File: src/rtl/ped_pkg.sv
// Shared types and constants for the pedestrian request front-end.
// Holds the FSM state encoding and the wait-counter width and saturation value.
package ped_pkg;

    typedef enum logic [1:0] {
        IDLE    = 2'd0,
        PENDING = 2'd1,
        SERVED  = 2'd2,
        HOLDOFF = 2'd3
    } ped_state_t;

    localparam int WAIT_W = 8;
    localparam logic [WAIT_W-1:0] WAIT_SAT = 8'd255;

    function automatic logic [WAIT_W-1:0] wait_sat_inc(input logic [WAIT_W-1:0] v);
        return (v == WAIT_SAT) ? v : v + 1'b1;
    endfunction

endpackage

File: src/rtl/btn_debounce.sv
// Push-button front end: 2-flop synchroniser, stable-level debounce and registered rising-edge pulse.
// Latency from raw rise to btn_press is 2 + DB_CYCLES + 1 cycles; no backpressure.
module btn_debounce #(
    parameter int DB_CYCLES = 50000,
    parameter int DB_W      = 16
) (
    input  logic clk,
    input  logic rst,
    input  logic btn_raw,
    output logic btn_press
);

    localparam logic [DB_W-1:0] DB_LAST = DB_W'(DB_CYCLES - 1);

    logic            sync1;
    logic            btn_sync;
    logic            btn_db;
    logic            btn_db_d1;
    logic [DB_W-1:0] db_cnt;

    always_ff @(posedge clk or posedge rst) begin
        if (rst) begin
            sync1    <= 1'b0;
            btn_sync <= 1'b0;
        end else begin
            sync1    <= btn_raw;
            btn_sync <= sync1;
        end
    end

    // Any return to the accepted level restarts the count, so short glitches never get through.
    always_ff @(posedge clk or posedge rst) begin
        if (rst) begin
            db_cnt <= '0;
            btn_db <= 1'b0;
        end else if (btn_sync != btn_db) begin
            if (db_cnt == DB_LAST) begin
                btn_db <= btn_sync;
                db_cnt <= '0;
            end else begin
                db_cnt <= db_cnt + 1'b1;
            end
        end else begin
            db_cnt <= '0;
        end
    end

    always_ff @(posedge clk or posedge rst) begin
        if (rst) begin
            btn_db_d1 <= 1'b0;
            btn_press <= 1'b0;
        end else begin
            btn_db_d1 <= btn_db;
            btn_press <= btn_db & ~btn_db_d1;
        end
    end

endmodule

File: src/rtl/ped_request_ctl.sv
// Pedestrian crossing request controller: latches a debounced press, holds ped_req until walk_ack, then holds off.
// Outputs registered, one cycle after the trigger; optional chirp output when PED_CHIRP_EN is defined.
module ped_request_ctl
    import ped_pkg::*;
#(
    parameter int DB_CYCLES      = 50000,
    parameter int DB_W           = 16,
    parameter int HOLDOFF_TICKS  = 10,
    parameter int MAX_WAIT_TICKS = 60
) (
    input  logic              clk,
    input  logic              rst,
    input  logic              tick,
    input  logic              btn_raw,
    input  logic              day_night,
    input  logic              walk_ack,
    input  logic              walk_active,
    output logic              ped_req,
    output logic              ped_urgent,
    output logic              wait_led,
    output logic [WAIT_W-1:0] wait_secs,
`ifdef PED_CHIRP_EN
    output logic              chirp,
`endif
    output logic              btn_press
);

    localparam int HOLD_W = (HOLDOFF_TICKS > 0) ? $clog2(HOLDOFF_TICKS + 1) : 1;
    localparam logic [WAIT_W-1:0] MAX_WAIT = WAIT_W'(MAX_WAIT_TICKS);

    ped_state_t        state, state_n;
    logic [WAIT_W-1:0] wait_n;
    logic              led_n;
    logic              urgent_n;
    logic [HOLD_W-1:0] hold_cnt, hold_n;

    btn_debounce #(
        .DB_CYCLES (DB_CYCLES),
        .DB_W      (DB_W)
    ) u_debounce (
        .clk       (clk),
        .rst       (rst),
        .btn_raw   (btn_raw),
        .btn_press (btn_press)
    );

    always_comb begin
        state_n  = state;
        wait_n   = wait_secs;
        led_n    = wait_led;
        urgent_n = ped_urgent;
        hold_n   = hold_cnt;

        if (!day_night) begin
            state_n = IDLE;
            hold_n  = '0;
        end else begin
            case (state)
                IDLE: begin
                    if (btn_press) begin
                        state_n  = PENDING;
                        wait_n   = '0;
                        led_n    = 1'b1;
                        urgent_n = 1'b0;
                    end
                end
                PENDING: begin
                    // walk_ack outranks a coincident tick so the wait count clears.
                    if (walk_ack) begin
                        state_n = SERVED;
                    end else if (tick) begin
                        wait_n   = wait_sat_inc(wait_secs);
                        led_n    = ped_urgent ? ~wait_led : 1'b1;
                        urgent_n = (wait_n >= MAX_WAIT);
                    end
                end
                SERVED: begin
                    if (!walk_active) begin
                        if (HOLDOFF_TICKS == 0) begin
                            state_n = IDLE;
                        end else begin
                            state_n = HOLDOFF;
                            hold_n  = HOLD_W'(HOLDOFF_TICKS);
                        end
                    end
                end
                HOLDOFF: begin
                    if (tick) begin
                        hold_n = hold_cnt - 1'b1;
                        if (hold_n == '0) begin
                            state_n = IDLE;
                        end
                    end
                end
                default: state_n = IDLE;
            endcase
        end

        if (state_n != PENDING) begin
            wait_n   = '0;
            led_n    = 1'b0;
            urgent_n = 1'b0;
        end
    end

    always_ff @(posedge clk or posedge rst) begin
        if (rst) begin
            state      <= IDLE;
            hold_cnt   <= '0;
            wait_secs  <= '0;
            wait_led   <= 1'b0;
            ped_urgent <= 1'b0;
            ped_req    <= 1'b0;
        end else begin
            state      <= state_n;
            hold_cnt   <= hold_n;
            wait_secs  <= wait_n;
            wait_led   <= led_n;
            ped_urgent <= urgent_n;
            ped_req    <= (state_n == PENDING);
        end
    end

`ifdef PED_CHIRP_EN
    logic [1:0] chirp_ph, chirp_ph_n;
    logic       chirp_n;

    // Locator tone: high for the fourth tick period of every four while waiting.
    always_comb begin
        chirp_n    = 1'b0;
        chirp_ph_n = chirp_ph;
        if (state_n == PENDING) begin
            if (state != PENDING) begin
                chirp_ph_n = '0;
            end else if (tick) begin
                chirp_ph_n = chirp_ph + 1'b1;
            end
            chirp_n = (chirp_ph_n == 2'd3);
        end else if (state_n == SERVED && walk_active) begin
            if (state == SERVED) begin
                chirp_n = tick ? ~chirp : chirp;
            end
        end
        if (state_n != PENDING) begin
            chirp_ph_n = '0;
        end
    end

    always_ff @(posedge clk or posedge rst) begin
        if (rst) begin
            chirp    <= 1'b0;
            chirp_ph <= '0;
        end else begin
            chirp    <= chirp_n;
            chirp_ph <= chirp_ph_n;
        end
    end
`endif

endmodule

File: config.mk
export PLATFORM = sky130hd
export DESIGN_NAME = ped_request_ctl
export DESIGN_NICKNAME = d
export VERILOG_FILES = /design/src/rtl/ped_pkg.sv /design/src/rtl/btn_debounce.sv /design/src/rtl/ped_request_ctl.sv
export SDC_FILE = /design/constraint.sdc
export NUM_CORES = 1
export LEC_CHECK = 0
export CAP_MARGIN = 10
export CORE_MARGIN = 2
export CORE_UTILIZATION = 25
export CTS_CLUSTER_DIAMETER = 120
export CTS_CLUSTER_SIZE = 20
export DETAILED_ROUTE_END_ITERATION = 6
export GPL_ROUTABILITY_DRIVEN = 0
export SYNTH_ARGS = -nofsm -noshare
export SYNTH_HDL_FRONTEND = slang
export SYNTH_SLANG_ARGS = --single-unit
File: constraint.sdc
create_clock -name clk -period 1.6 [get_ports clk]
set_input_delay 0.24 -clock clk [delete_from_list [all_inputs] [get_ports clk]]
set_output_delay 0.24 -clock clk [all_outputs]
set_load 0.02 [all_outputs]
==> metrics.cfg, run 1 <==
[cts]
cts.root.buffer_cell = clkbuf_8
clk_pin_slew_ps = 80
cts_tree = done
h-tree-depth = 2
cts_buffers = 5
cts_hold_buffers = 0
ctsLongestPathBuffers = 2
insertion_delay_ps = 290
clock_sinks = 38

[critical_path]
cp_max_fo = 3
ff2ff_setup_slack_ps = 50
required_ps = 1830
worst_path_max_delay_cell = or4_4
worstSetupPathDepth = 5
critPathTopFamily = simple AND/OR/NAND/NOR gates
start_kind = flop
cp.arrival_ps = 1770
path_cells = ha_2, and3_4, nand3_4, or4_4, a21oi_2
r2r_start = u_debounce.db_cnt[1]
reg2reg_to = u_debounce.db_cnt[14]
crit_path_end = u_debounce.db_cnt[14]
reg2regPathDepth = 5
slowest_delay_ps = 520
end_kind = flop
crit_start = u_debounce.db_cnt[1]
crit_type = reg -> reg
critical_path_buf_inv_count = 0

[global_routing]
antenna_found_initial = 0
overflow = 0
grtUsageMet3_pct = 3.21
grt.met2_usage_pct = 17.4
gr-usage-met1_pct = 13.2
grt_pass1_vias = 1642
grt_max_degree = 30
top_usage_layer = met2
track_usage_pct = 10.5
grt_pass1_wl_mm = 7.38

[timing]
worst_slew_pin_slew_ps = 520
hold_violations = 0
fin_skew_ps = 11.1
setup_viol = 0
fmax_ghz = 0.646
fin_crit_sh_pct = 96.7
layout_min_cycle_time_ps = 1550
fin_hold_ws_ps = 318
rsz0062_at_grt = yes
slew_headroom_pct = 64.4
worst_slack_ps = 52.6
maxSlewViolCount = 0

[power_and_ir_drop]
leakage_nw = 1.14
peakVddDrop_uv = 245
power.density_mw_per_mm2 = 671
p_total_mw = 1.76

[job]
cap_violations = 0

[drt]
wl_per_cell_um = 12.0
drc = 0
vias = 1647
firstDrtPassIters = 4
viasPerCell = 4.71
final_antenna_net_count = 0
drt_iter0_drc = 60
wirelength_mm = 4.19

[yosys]
syn_avg_cell_area_um2 = 9.96
syn-cell-area_mm2 = 0.00201
yosysUniqueCellTypes = 52
synth_warnings = 0
syn_inst = 202
synth_ff_type = dfrtp_1
seq_area_frac_synth_pct = 47.3
synth_seq_cells = 38
synth_fp_nets = 213
synth_edf_count = 0
async_reset_ff_share_pct = 100

[layout]
post-route-cell-area_mm2 = 0.00263
layout.cells.non_filler = 350
fillers = 811
mostFrequentLayoutCells = dfrtp_1, nor2_1, buf_4, clkdlybuf4s50_1, xor2_1
diodes = 0
multi_input_area_mm2 = 0.00102
nets = 258
area_growth_pct = 30.7
drive_above_1_share_pct = 21.4
seqCellArea_um2 = 953
layout_commonest_cell = dfrtp_1

[die]
fp-row-count = 32
core_area_mm2 = 0.00777
start_util_pct = 25.9
die_area_mm2 = 0.00878
ios = 19
die_x_um = 93.7
chipHeight_um = 93.7

[hold_path]
hold_class = in -> async

[placement]
dp_hpwl_mm = 3.07
dp.cells = 341
portBuffers = 18
pre_cts_ws_ps = -87.7
dpl-instance-area_mm2 = 0.00250

[status]
outcome = completed

-- metal layers --
metal	share of wire [%]	vias up
li1	-	824
met4	1.3	0
met5	0	-
met3	4.3	6
met1	45	792
met2	49	25
-- how the worst min path moves through the flow --
stage	cells past startpoint	slack, ps	to	from
finish	3	320	u_debounce.db_cnt[7]	rst
global route	3	330	wait_secs[5]	rst
CTS	3	330	wait_secs[4]	rst
detailed placement	0	330	u_debounce.btn_sync	u_debounce.sync1
global placement	0	330	u_debounce.btn_sync	u_debounce.sync1
floorplan	0	270	u_debounce.sync1	btn_raw
-- layout make-up --
class                           instances  share of cell area (%)
Clock buffer                            6                    3.14
Clock inverter                          2                   0.476
Inverter                                8                    1.14
Multi-Input combinational cell        148                    38.9
Sequential cell                        38                    36.3
Tap cell                              102                    4.85
Timing Repair Buffer                   46                    15.2
-- metrics by stage --
step                      utilization (%)  setup TNS, ps
after floorplan                         -              0
after global placement               32.2          -68.4
after detailed placement             32.2           -188
after CTS                            33.3              0
after global routing                 33.8          -15.7
final                                33.8              0
-- registers in the layout (all words and copies together) (netlist names) --
signal                cells
wait_led                  1
wait_secs                 8
ped_urgent                1
u_debounce.btn_sync       1
u_debounce.sync1          1
ped_req                   1
hold_cnt                  4
u_debounce.btn_press      1
u_debounce.btn_db         1
state                     2
u_debounce.db_cnt        16
u_debounce.btn_db_d1      1
-- what timing repair did --
item                                    4_1_cts  5_1_grt
gates resized for setup                       5        9
pin swaps                                     0        1
buffers inserted                              0        1
endpoints found under the setup margin        5       11
-- worst min-delay path: cells and delay by family --
kind / cells / cell delay (ps)
buf+inv: 3 / 730
-- power by group --
part	switching (mW)	internal, mW
clock network	0.339	0.346
logic	0.0542	0.0503
registers	0.00610	0.968
total	0.399	1.36
-- cell usage after synthesis (all sizes together) (4+ instances only) --
| cell type | n | share of area [%] |
|---|---|---|
| nor4 | 4 | 1.6 |
| and4 | 4 | 1.7 |
| nand4 | 9 | 2.8 |
| xnor2 | 9 | 3.9 |
| nor3 | 4 | 1.0 |
| a21oi | 7 | 1.9 |
| o21ai | 5 | 1.4 |
| dfrtp | 38 | 47 |
| and3 | 4 | 1.5 |
| xor2 | 10 | 4.4 |
| nand3 | 11 | 3.4 |
| nor2 | 29 | 5.4 |
| clkbuf | 5 | 0.99 |
| nand2 | 8 | 1.5 |
| inv | 8 | 1.5 |
| ha | 4 | 2.5 |
-- logic make-up after synthesis --
family | after synthesis | synth area share [%]
and+or+nand+nor | 89 | 25.1
adders and majority gates | 4 | 2.49
muxes | 4 | 2.05
DFF | 38 | 47.3
AOI/OAI and AO/OA | 32 | 11.5
buffers and inverters | 16 | 3.36
xor gates and xnor gates | 19 | 8.27
No activity file was read; power rests on OpenSTA's default activity.
==> run 2: changes to the inputs <==
--- a/config.mk
+++ b/config.mk
@@ -5,8 +5,7 @@
 export SDC_FILE = /design/constraint.sdc
 export NUM_CORES = 1
 export LEC_CHECK = 0
-export CAP_MARGIN = 10
-export CORE_MARGIN = 2
+export CORE_MARGIN = 5
 export CORE_UTILIZATION = 25
 export CTS_CLUSTER_DIAMETER = 120
 export CTS_CLUSTER_SIZE = 20
==> metrics.cfg, run 2 (synthesis gave the netlist of run 1 again) <==
[drt]
firstDrtPassIters = 4  ; unchanged
drt_iter0_drc = 32  ; -47%
drc = 0  ; unchanged
vias = 1602  ; -2.7%
final_antenna_net_count = 0  ; unchanged
wl_per_cell_um = 12.2  ; +2.1%
wirelength_mm = 4.26  ; +1.5%
viasPerCell = 4.60  ; -2.2%

[layout]
regMostFlops = u_debounce.db_cnt
reg_top3 = u_debounce.db_cnt (16), wait_secs (8), hold_cnt (4)
fillers = 823  ; +1.5%
mostFrequentLayoutCells = dfrtp_1, nor2_1, buf_4, clkdlybuf4s50_1
drive_above_1_share_pct = 20.3  ; -1.0 points
post-route-cell-area_mm2 = 0.00260  ; -1.1%
fin_util_pct = 33.5  ; -0.39 points
area_growth_pct = 29.2
layout.cells.non_filler = 348  ; -0.57%
layout_commonest_cell = dfrtp_1
nets = 256  ; -0.78%
diodes = 0  ; unchanged
largest_register_ff_count = 16  ; unchanged

[timing]
worst_slew_pin_slew_ps = 500  ; -20.2 ps
fmax_ghz = 0.648  ; +0.30%
layout_min_cycle_time_ps = 1540  ; -4.68 ps
rsz0062_at_grt = yes
hold_violations = 0  ; unchanged
fin_hold_ws_ps = 204  ; -114 ps
worst_slack_ps = 57.3  ; +4.68 ps
slew_headroom_pct = 65.8  ; +1.4 points
fin_skew_ps = 6.01  ; -5.11 ps
maxSlewViolCount = 0  ; unchanged
fin_crit_sh_pct = 96.4  ; -0.29 points
fin_tns_setup_ps = 0  ; unchanged
setup_viol = 0  ; unchanged

[global_routing]
antenna_found_initial = 0  ; unchanged
track_usage_pct = 9.16  ; -1.3 points
overflow = 0  ; unchanged
grt_pass1_wl_mm = 7.34  ; -0.57%
grt_pass1_vias = 1567  ; -4.6%
grt_max_degree = 18  ; -40%

[cts]
h-tree-depth = 2  ; unchanged
cts_buffers = 5  ; unchanged
clk_pin_slew_ps = 80  ; about the same
cts.root.buffer_cell = clkbuf_8
insertion_delay_ps = 290  ; about the same
cts_tree = done
clock_sinks = 38  ; unchanged
ctsLongestPathBuffers = 2  ; unchanged

[critical_path]
cp.arrival_ps = 1300  ; -470 ps
crit_type = reg -> out
cp_max_fo = 3  ; unchanged
worst_path_max_delay_cell = clkdlybuf4s50_1
start_kind = flop
critPathTopFamily = buffers and inverters
required_ps = 1360  ; -470 ps
end_kind = primary output
slowest_delay_ps = 630  ; +110 ps
critical_path_buf_inv_count = 1  ; +1
path_cells = clkdlybuf4s50_1

[power_and_ir_drop]
p_total_mw = 1.76  ; -0.29%
power.density_mw_per_mm2 = 677  ; +0.86%
peakVddDrop_uv = 304  ; +24%
leakage_nw = 1.10  ; -3.1%

[die]
ios = 19  ; unchanged
chipHeight_um = 99.7  ; +6.4%
core_area_mm2 = 0.00777  ; unchanged
die_area_mm2 = 0.00994  ; +13%
die_x_um = 99.7  ; +6.4%
start_util_pct = 25.9  ; unchanged
fp-row-count = 32  ; unchanged

[status]
outcome = completed

[job]
cap_violations = 0  ; unchanged

[placement]
dp.cells = 339  ; -0.59%
dp_hpwl_mm = 3.03  ; -1.3%
portBuffers = 18  ; unchanged
pre_cts_ws_ps = -25.6  ; +62.1 ps
dpl-instance-area_mm2 = 0.00248  ; -0.60%

[hold_path]
hold_class = in -> async

[run 2: path summary, 6_finish.rpt]
path                                      startpoint                     to  slack [ps]  depth (start not counted)
worst max-delay path            u_debounce.btn_press              btn_press          60                          1
worst min-delay path                             rst   u_debounce.db_cnt[3]         200                          2
worst max register to register  u_debounce.db_cnt[0]  u_debounce.db_cnt[14]          90                          5
worst min register to register      u_debounce.sync1    u_debounce.btn_sync         350                          0
max in group asynchronous                        rst   u_debounce.db_cnt[8]         860                          3
min in group clk                    u_debounce.sync1    u_debounce.btn_sync         350                          0
[run 2: worst reg2reg max path: stages (launching register included)]
cell	delay, ps
dfrtp_1	350
ha_1	170
and3_4	210
nand3_4	70
or4_4	510
a21oi_2	140
[run 2: repair_timing]
| action | in CTS | in global routing |
|---|---|---|
| hold endpoints to repair | 0 | 0 |
| hold buffers | 0 | 0 |
| setup buffers | 0 | 1 |
| cloned | 0 | 0 |
| resized for setup | 6 | 5 |
| setup endpoints to repair | 6 | 6 |
[run 2: area by class of cell]
| cell class | count | area (um2) | share of cell area [%] |
|---|---|---|---|
| Multi-Input combinational cell | 148 | 1010 | 39.0 |
| Sequential cell | 38 | 953 | 36.7 |
| Timing Repair Buffer | 44 | 380 | 14.6 |
| Tap cell | 102 | 128 | 4.91 |
| Clock buffer | 6 | 82.6 | 3.18 |
| Inverter | 8 | 30.0 | 1.16 |
| Clock inverter | 2 | 12.5 | 0.481 |
[run 2: report_power, final]
part / internal [mW] / total [mW] / switching [mW]
clock: 0.346 / 0.686 / 0.340
sequential: 0.968 / 0.974 / 0.00589
combinational: 0.0459 / 0.0987 / 0.0528
[run 2: routing by layer]
layer	global-route usage (%)	vias to the layer above	routed length (um)
met5	0	-	0
met4	3.26	0	71
met3	3.44	7	214
met2	14.2	26	2010
met1	11.6	751	1960
li1	-	818	-
